==> src/rtl/consmax_lut_loader_pkg.sv <==
`default_nettype none
// ============================================================================
// Module   : consmax_lut_loader_pkg
// Purpose  : LUT geometry defaults and loader state encoding shared with consmax
// Revision : 1.0
// ============================================================================
package consmax_lut_loader_pkg;

    localparam int LUT_ADDR_DEF = 4;
    localparam int LUT_DATA_DEF = 16;

    // Both LUT banks are filled by one load, hence the extra address bit.
    function automatic int num_ent(input int lut_addr);
        return 2 ** (lut_addr + 1);
    endfunction

    localparam int NUM_ENT_DEF = num_ent(LUT_ADDR_DEF);

    typedef enum logic [1:0] {
        S_IDLE = 2'd0,
        S_WAIT = 2'd1,
        S_LOAD = 2'd2,
        S_DONE = 2'd3
    } state_t;

endpackage
`default_nettype wire

==> src/rtl/consmax_lut_loader.sv <==
`default_nettype none
// ============================================================================
// Module   : consmax_lut_loader
// Purpose  : Streams a 2*DEPTH FP table into the consmax INT-to-FP LUT write
//            port, LUT0 first then LUT1. Optional checksum: CONSMAX_LUT_CHKSUM_EN
// Revision : 1.0
// ============================================================================
module consmax_lut_loader
    import consmax_lut_loader_pkg::*;
#(
    parameter int LUT_ADDR = LUT_ADDR_DEF,
    parameter int LUT_DATA = LUT_DATA_DEF
) (
    input  logic                clk,
    input  logic                rst,
    input  logic                start,
    input  logic                abort,
    input  logic                dp_idle,
    input  logic [LUT_DATA-1:0] in_data,
    input  logic                in_valid,
    output logic                in_ready,
    output logic [LUT_ADDR:0]   lut_waddr,
    output logic                lut_wen,
    output logic [LUT_DATA-1:0] lut_wdata,
    output logic                busy,
    output logic                done
`ifdef CONSMAX_LUT_CHKSUM_EN
    ,
    input  logic [LUT_DATA-1:0] exp_chksum,
    output logic                chk_err
`endif
);

    localparam int              NUM_ENT = num_ent(LUT_ADDR);
    localparam logic [LUT_ADDR:0] c_LAST = (LUT_ADDR + 1)'(NUM_ENT - 1);

    state_t                r_state;
    state_t                w_next_state;
    logic [LUT_ADDR:0]     r_count;
    logic [LUT_ADDR:0]     r_waddr;
    logic                  r_wen;
    logic [LUT_DATA-1:0]   r_wdata;
    logic                  r_busy;
    logic                  r_done;
    logic                  w_beat;
    logic                  w_start_acc;
    logic                  w_last;

    assign w_last = (r_count == c_LAST);

    always_ff @(posedge clk) begin
        if (rst) begin
            r_state <= S_IDLE;
        end else begin
            r_state <= w_next_state;
        end
    end

    // r_busy also covers the done-pulse cycle, so a start there is ignored.
    always_comb begin
        w_next_state = r_state;
        w_beat       = 1'b0;
        w_start_acc  = 1'b0;
        case (r_state)
            S_IDLE: begin
                if (start && !abort && !r_busy) begin
                    w_start_acc  = 1'b1;
                    w_next_state = S_WAIT;
                end
            end
            S_WAIT: begin
                if (abort) begin
                    w_next_state = S_IDLE;
                end else if (dp_idle) begin
                    w_next_state = S_LOAD;
                end
            end
            S_LOAD: begin
                if (abort) begin
                    w_next_state = S_IDLE;
                end else begin
                    w_beat = in_valid;
                    if (in_valid && w_last) begin
                        w_next_state = S_DONE;
                    end
                end
            end
            S_DONE: begin
                w_next_state = S_IDLE;
            end
            default: begin
                w_next_state = S_IDLE;
            end
        endcase
    end

    always_ff @(posedge clk) begin
        if (rst) begin
            r_count <= '0;
            r_waddr <= '0;
            r_wen   <= 1'b0;
            r_wdata <= '0;
            r_busy  <= 1'b0;
            r_done  <= 1'b0;
        end else begin
            r_wen  <= w_beat;
            r_done <= (r_state == S_DONE) && !abort;
            r_busy <= (w_next_state != S_IDLE) || ((r_state == S_DONE) && !abort);
            if (w_beat) begin
                r_waddr <= r_count;
                r_wdata <= in_data;
            end
            if (w_next_state == S_IDLE) begin
                r_count <= '0;
            end else if (w_beat && !w_last) begin
                r_count <= r_count + 1'b1;
            end
        end
    end

    assign in_ready  = (r_state == S_LOAD);
    assign lut_waddr = r_waddr;
    assign lut_wen   = r_wen;
    assign lut_wdata = r_wdata;
    assign busy      = r_busy;
    assign done      = r_done;

`ifdef CONSMAX_LUT_CHKSUM_EN
    logic [LUT_DATA-1:0] r_sum;
    logic [LUT_DATA-1:0] r_exp;
    logic                r_chk_err;

    always_ff @(posedge clk) begin
        if (rst) begin
            r_sum     <= '0;
            r_exp     <= '0;
            r_chk_err <= 1'b0;
        end else begin
            if (w_start_acc) begin
                r_sum     <= '0;
                r_exp     <= exp_chksum;
                r_chk_err <= 1'b0;
            end else if (abort) begin
                r_sum <= '0;
            end else if (w_beat) begin
                r_sum <= r_sum + in_data;
            end
            if ((r_state == S_DONE) && !abort) begin
                r_chk_err <= (r_sum != r_exp);
            end
        end
    end

    assign chk_err = r_chk_err;
`endif

endmodule
`default_nettype wire

==> config.mk <==
export PLATFORM = sky130hd
export DESIGN_NAME = consmax_lut_loader
export DESIGN_NICKNAME = d
export VERILOG_FILES = /design/src/rtl/consmax_lut_loader_pkg.sv /design/src/rtl/consmax_lut_loader.sv
export SDC_FILE = /design/constraint.sdc
export NUM_CORES = 1
export LEC_CHECK = 0
export CORE_AREA = 4 4 60 62
export CTS_BUF_LIST = sky130_fd_sc_hd__clkbuf_8
export DETAILED_ROUTE_END_ITERATION = 8
export DIE_AREA = 0 0 64 66
export GPL_ROUTABILITY_DRIVEN = 1
export MAX_ROUTING_LAYER = met4
export PLACE_DENSITY = 0.73
export RECOVER_POWER = 100
export SLEW_MARGIN = 25
export SYNTH_ARGS = -nofsm -noshare
export SYNTH_HDL_FRONTEND = slang
export SYNTH_SLANG_ARGS = --single-unit
export TNS_END_PERCENT = 5
==> constraint.sdc <==
create_clock -name clk -period 1.6 [get_ports clk]
set_input_delay 0.16 -clock clk [delete_from_list [all_inputs] [get_ports clk]]
set_output_delay 0.16 -clock clk [all_outputs]
set_load 0.05 [all_outputs]
Word level (Yosys, flattened, before mapping)

Cells that the tools add are included.

Register bits: 31
Bits of input ports: 22
Output and inout bits: 25
Logic and storage cells: 33

$add $sub $neg: 1
Eq/ne operators: 4
Mux-type cells: 8
Reduce and logical (&&, ||, !) cells: 13

Operator list:

| kind                  | count |
|---|---|
| $mux W2               | 5 |
| $pmux W2 S4           | 1 |
| $add A5 B1 Y5 const B | 1 |
| $eq A5 B5 Y1 const B  | 1 |
| $logic_and A1 B1 Y1   | 5 |
| $eq A2 B2 Y1 const B  | 2 |
| $logic_not A2 Y1      | 2 |
| $logic_not A1 Y1      | 3 |
| $eq A2 B1 Y1 const B  | 1 |
| $mux W1               | 2 |
| $reduce_bool A2 Y1    | 1 |
| $reduce_or A2 Y1      | 1 |
| $logic_or A1 B1 Y1    | 1 |

Depth between registers and ports, before layout

Gate-level depths: netlist of the first run.

Word-level depth: 7
Gate-level depth with buffers: 6
Gate-level depth less buffers: 6

Worst setup path before layout of the first run

No wires, ideal clock.

Kind: reg-to-reg
Start point: reg r_count[0]
End point: reg r_count[3]
Library setup time: 0.071 ns
Data arrival time: 1.552 ns
Required time: 1.529 ns
Slack: -0.023 ns
Cell stages (with the launch flop): 6
Buffers on the path: 0
Period minus slack after synthesis: 1.623 ns
Cell sequence: dfxtp_1 ha_1 and3_1 ha_1 or4_1 a21oi_1

Word-level cells in the longest chain between the ends: 7
Elaborated cells between the ends (all ways): 10
Those cells by class: 1 x add/sub; 1 x eq/ne; 3 x mux; 5 x reduce/logical

Ends and longest elaborated chain:

| what                              | RTL line                  | text |
|---|---|---|
| from (decl)                       | consmax_lut_loader.sv:39  | `logic [LUT_ADDR:0] r_count;` |
| from (signal assigned)            | consmax_lut_loader.sv:116 | `r_count <= r_count + 1'b1;` |
| $eq A5 B5 Y1                      | consmax_lut_loader.sv:49  | `assign w_last = (r_count == c_LAST);` |
| $logic_and A1 B1 Y1               | consmax_lut_loader.sv:83  | `if (in_valid && w_last) begin` |
| $mux W2                           | consmax_lut_loader.sv:83  |  |
| $mux W2                           | consmax_lut_loader.sv:79  | `if (abort) begin` |
| $pmux W2 S4                       | consmax_lut_loader.sv:64  | `case (r_state)` |
| $logic_not A2 Y1                  | consmax_lut_loader.sv:113 | `if (w_next_state == S_IDLE) begin` |
| $reduce_or A2 Y1 (no source line) | -                         |  |

Several ways; a longest one is shown, not always the timed one.
A chain may end at the register's enable or synchronous reset.

Worst setup path in the final report of the first run

Same ends and word-level chain as after synthesis.

==> metrics.txt, run 1 <==
Port Buffers between 40 and 50; Crit Path Max Fanout 4; core footprint between 0.003 and 0.004 mm²; Final HPWL DP approximately 2200 µm; CP endpoint kind register; Final Non-Filler Cells 242; final core occ between 50% and 60%; max_slew headroom a little under 60%; via density per instance between 4 and 5; outcome finished, final reports clean; Clock transition at path regs 0.06 ns; grt total ovfl 0; critical setup path kind reg2reg; commonest non-fill, non-tap cells in the layout nand2_1, dfxtp_1, clkbuf_1; sequential fraction of the synthesis area between 50 and 60%; RSZ-0062 raised after global routing false; clk_skew around 0.0045 ns; fin. max-slew vios 0; crit share post-route around 97%; library cells used by synthesis 25; DRT iter0 DRCs 36; Die Wd approximately 64 µm; reg2reg start r_count[0]$_SDFFE_PP0P_; r2r setup slk 0.05 ns; reg2reg end r_count[3]$_SDFFE_PP0P_; Root Buffer clkbuf_8; largest family of logic cells by synthesized area simple AND/OR/NAND/NOR gates; post-synthesis mux area share 0%; DRC violation count after routing 0; H-Tree Depth 2; Reg2Reg Depth 5; All-Layer GR Usage ~15%; max-cap viol count 0; TritonRoute pass-1 iters 4; # rows 20; placed cells ~230; Max Root-Sink Buffers 2; XOR/XNOR share of the synthesized area 0%; Synth Area in Compound Gates between 15 and 20%; CTS tree built; Synth Area in Simple Gates about 25%; Fin. Hold Viols 0; Mapped Area 0.00116 mm²; initial core utilization between 30% and 40%; syn nets around 170; Sinks on Clock Net 31; WP data arrival between 1.5 and 2 ns; vias in the first global route approximately 1100; multi-input logic area around 530 µm²; Final Wtd Congestion approximately 0.69; Inserted Diodes 0; final setup violation count 0; FF+latch count, synth 31; IO Pins between 40 and 50; Least-Margin Pin Slew 0.623 ns; Clock Latency Late Sink 0.28 ns; fin nets 221; Hold Crit Class in2reg; TritonCTS Buffers 5; leading cell type in the layout, fill and taps excluded nand2_1; placed cell area roughly 0.0017 mm²; Ys Warns 0; HP Start in_data[7]; final critical-path required period between 1.5 and 2 ns; Area growth syn-to-layout 47.2%; largest net degree at the start of global routing 24; via count around 1100; syn avg cell area 8.20 µm²; Routed Antenna Nets 0; leakage between 0.5 and 0.6 nW; die footprint between 0.004 and 0.005 mm²; initial antenna violation count 0; Setup crit start kind register; Synth Area in Adders ~2.1%; Worst setup startpoint r_count[0]$_SDFFE_PP0P_; Routed wire per std cell 12.3 µm; end point of the critical path r_count[3]$_SDFFE_PP0P_; first-pass GRT wire length between 4000 and 5000 µm; fmax between 0.6 and 0.7 GHz; VDD IR max 0.000720 V; FILL cells ~290; share of cells above drive strength 1 12.6%; DIE HEIGHT between 60 and 70 µm; Mapped Cells approximately 140; fin area ~0.0017 mm²; CP Data Required Time roughly 1.8 ns; Pwr Density 969 mW/mm²; wirelength, routed roughly 3000 µm; storage element area between 600 and 700 µm²
worst max-delay path, stage by stage (launching register included):
cell and delay [ns]:
dfxtp_1 0.32, ha_2 0.19, and3_4 0.19, ha_4 0.16
or4_1 0.49, a21oi_1 0.13
how the worst min path moves through the flow:
stage                                 endpoint  slack (ns)  depth (start not counted)
CTS                  lut_wdata[7]$_SDFFE_PP0P_        0.42                          3
finish               lut_wdata[7]$_SDFFE_PP0P_        0.43                          3
global route        lut_wdata[10]$_SDFFE_PP0P_        0.45                          3
detailed placement  lut_wdata[15]$_SDFFE_PP0P_        0.45                          2
floorplan                      done$_SDFF_PP0_        0.24                          1
global placement     lut_wdata[3]$_SDFFE_PP0P_        0.44                          2
power breakdown:
part	internal, mW	switching, mW
Combinational	0.0581	0.0411
Clock	0.503	0.279
Sequential	0.776	0.00426
Total	1.34	0.325
area by class of cell:
cell class                      count  area share (%)
Clock inverter                      2            2.04
Tap cell                           44            3.21
Sequential cell                    31            36.2
Inverter                            2           0.438
Multi-Input combinational cell    101            30.8
Clock buffer                        6            4.82
Timing Repair Buffer               56            22.5
per-layer routing:
| metal | GRT usage (%) | wire, µm | vias to the layer above |
|---|---|---|---|
| li1 | - | - | 585 |
| met1 | 15.8 | 1270 | 505 |
| met2 | 25.0 | 1460 | 31 |
| met3 | 4.08 | 188 | 5 |
| met4 | 8.09 | 55 | 0 |
| met5 | - | 0 | - |
flip-flops by register name, summed over array words and instances, names as in the netlist:
register / cells
busy: 1
done: 1
lut_waddr: 5
lut_wdata: 16
lut_wen: 1
r_count: 5
r_state: 2
synthesized netlist by cell type (all sizes together):
library cell  count  area [µm²]
nor3              2        10.0
or2               1        6.26
nand2            44         165
ha                2        25.0
o211ai            1        7.51
nor2b             2        12.5
nand4bb           1        11.3
o21ai             4        20.0
nor2              4        15.0
inv               2        7.51
and4bb            1        12.5
a31oi             1        6.26
or4               1        7.51
nand3             3        15.0
nand2b            1        6.26
and3              1        6.26
o31ai             1        7.51
clkbuf            3        11.3
buf               5        30.0
dfxtp            31         621
nor4              1        6.26
or3               2        12.5
o21a              1        7.51
a21oi            27         135
through the flow:
step | hold slack (ns) | power, mW | setup TNS [ns] | setup slack [ns]
after detailed placement | 0.448 | 0.899 | -0.000885 | -0.000885
after CTS | 0.423 | 1.69 | 0 | 0.0187
after floorplan | 0.238 | 0.832 | 0 | 0.0219
final | 0.428 | 1.66 | 0 | 0.0506
after global placement | 0.443 | 0.898 | 0 | 0.0467
after global routing | 0.445 | 1.71 | 0 | 0.000158
repair_timing:
item / in CTS / in global routing
setup buffers: 1 / 0
endpoints found under the setup margin: 2 / 3
hold endpoints to repair: 0 / 0
pin swaps: 0 / 2
resized for setup: 2 / 4
hold buffers: 0 / 0
logic make-up (layout without fill, tap and decap cells):
group,Yosys count,in the layout
flops,31,31
compound gates,35,35
fa+ha+maj,2,2
simple gates,64,64
buf+inv,10,66
Power figures use the tool's default switching activity.
==> run 2: changes to the inputs <==
--- a/config.mk
+++ b/config.mk
@@ -5,10 +5,10 @@
 export SDC_FILE = /design/constraint.sdc
 export NUM_CORES = 1
 export LEC_CHECK = 0
-export CORE_AREA = 4 4 60 62
+export CORE_AREA = 2 2 58 60
 export CTS_BUF_LIST = sky130_fd_sc_hd__clkbuf_8
 export DETAILED_ROUTE_END_ITERATION = 8
-export DIE_AREA = 0 0 64 66
+export DIE_AREA = 0 0 60 62
 export GPL_ROUTABILITY_DRIVEN = 1
 export MAX_ROUTING_LAYER = met4
 export PLACE_DENSITY = 0.73
==> run 2 against run 1 <==
  * Worst hold slack lost 0.0078 ns
  * Non-clock buffer count down 1
  * Via count is 1.9% higher
  * Critical path type is now reg2out
  * Largest cell class unchanged
  * Largest power group unchanged
==> metrics.txt, run 2 (same netlist as run 1, synthesis figures left out) <==
Fin. Hold Viols 0 (unchanged); Final HPWL DP 1960 µm (-9.8%); Final Wtd Congestion 0.769 (+11%); DRC violation count after routing 0 (unchanged); final critical-path required period 1.54 ns (-0.00445 ns); max_slew headroom 59.4% (+0.75 points); first-pass GRT wire length 4350 µm (-8.6%); CP Data Required Time 1.44 ns (-0.37 ns); Routed Antenna Nets 0 (unchanged); CP max stage cell clkdlybuf4s50_1; Area growth syn-to-layout 47.8%; hold path cells 3 (unchanged); Setup crit start kind register; FILL cells 323 (+10%); VDD IR max 0.000440 V (-39%); outcome finished, final reports clean; vias in the first global route 1090 (+1.2%); TritonRoute pass-1 iters 4 (unchanged); final setup violation count 0 (unchanged); Top delay family on crit path buffers and inverters; share of cells above drive strength 1 11.7% (-0.95 points); initial core utilization 36.6% (-1.8 points); wirelength, routed 2840 µm (-4.4%); Port Buffers 46 (unchanged); Max Root-Sink Buffers 2 (unchanged); fmax 0.647 GHz (+0.29%); # rows 21 (+5.0%); DRT iter0 DRCs 44 (+22%); largest net degree at the start of global routing 24 (unchanged); clk_skew 0.00501 ns (+0.000484 ns); commonest non-fill, non-tap cells in the layout nand2_1, dfxtp_1, a21oi_1; leakage 0.582 nW (+0.13%); Crit Path Max Fanout 1 (-3); IO Pins 47 (unchanged); max-cap viol count 0 (unchanged); placed cells 235 (+0.86%); Hold Crit Class in2reg; number of flip-flops in the largest register 16 (unchanged); Clock Latency Late Sink 0.29 ns (about the same); H-Tree Depth 2 (unchanged); Die Wd 60 µm (-6.3%); core footprint 0.00318 mm² (+5.0%); DIE HEIGHT 62 µm (-6.1%); power consumption 1.67 mW (+0.50%); Post-CTS Setup Inserts 0 (-1); Crit path depth 1 (-4); CP Buf/Inv Count 1 (+1); via count 1147 (+1.9%); crit path cell chain clkdlybuf4s50_1; CTS Hold Buffers Added 0 (unchanged); critical setup path kind reg2out; Final Non-Filler Cells 243 (+0.41%); All-Layer GR Usage 16.7% (+1.9 points); CTS tree built; initial antenna violation count 0 (unchanged); leading cell type in the layout, fill and taps excluded nand2_1; grt total ovfl 0 (unchanged); fin. max-slew vios 0 (unchanged); WP data arrival 1.38 ns (-0.38 ns); Routed wire per std cell 11.7 µm (-4.8%); setup TNS 0 ns (unchanged); fin nets 220 (-0.45%); crit share post-route 96.6% (-0.28 points); crit-path max cell delay 0.79 ns (+0.30 ns); WHS 0.420 ns (-0.00784 ns); Inserted Diodes 0 (unchanged); Pwr Density 970 mW/mm² (about the same); die footprint 0.00372 mm² (-12%); Least-Margin Pin Slew 0.612 ns (-0.0113 ns); Reg2Reg Depth 5 (unchanged); final core occ 54.2% (-2.5 points); via density per instance 4.72 (+1.4%); Sinks on Clock Net 31 (unchanged); TritonCTS Buffers 5 (unchanged); CP endpoint kind output port; Clock transition at path regs 0.06 ns (about the same); Root Buffer clkbuf_8
-- run 2: changes by cell type in the layout (fill, tap and decap cells not counted), sizes merged --
cell and delta:
dlygate4sd3 +1, buf -2
-- run 2: area by class of cell --
cell class                      count  area (µm²)  share of cell area (%)
Sequential cell                    31         621                    36.0
Tap cell                           46        57.6                    3.34
Multi-Input combinational cell    101         524                    30.5
Clock inverter                      2        35.0                    2.03
Timing Repair Buffer               55         394                    22.9
Inverter                            2        7.51                   0.436
Clock buffer                        6        82.6                    4.80
-- run 2: worst paths after layout --
| kind | startpoint | end | slack [ns] |
|---|---|---|---|
| worst max-delay path | lut_wen$_SDFF_PP0_ | lut_wen | 0.06 |
| worst min-delay path | in_data[1] | lut_wdata[1]$_SDFFE_PP0P_ | 0.42 |
| worst max register to register | r_count[0]$_SDFFE_PP0P_ | r_count[3]$_SDFFE_PP0P_ | 0.06 |
| worst min register to register | lut_wdata[6]$_SDFFE_PP0P_ | lut_wdata[6]$_SDFFE_PP0P_ | 0.46 |
-- run 2: metal layers --
metal	global-route usage, %	wire length (µm)	up-vias
li1	-	-	582
met3	4.35	179	8
met2	29.5	1450	33
met4	11.4	66	0
met1	15.9	1150	524
met5	-	0	-
-- run 2: where the power goes --
group / switching [mW] / total, mW / leakage, nW / internal [mW]
logic: 0.0414 / 0.0983 / 0.271 / 0.0569
clock network: 0.289 / 0.792 / 0.0612 / 0.503
registers: 0.00418 / 0.780 / 0.250 / 0.776
-- run 2: timing repair --
action	in CTS	in global routing
pin swaps	2	1
gates resized for setup	0	5
setup endpoints to repair	2	3
-- run 2: metrics by stage --
step / worst slack, ns / area [µm²]
3_3_place_gp: 0.0521 / 1690
4_1_cts: 0.000986 / 1810
5_1_grt: -0.0252 / 1720
6_report: 0.0551 / 1720
2_1_floorplan: 0.0219 / 1170
3_5_place_dp: 0.0108 / 1690
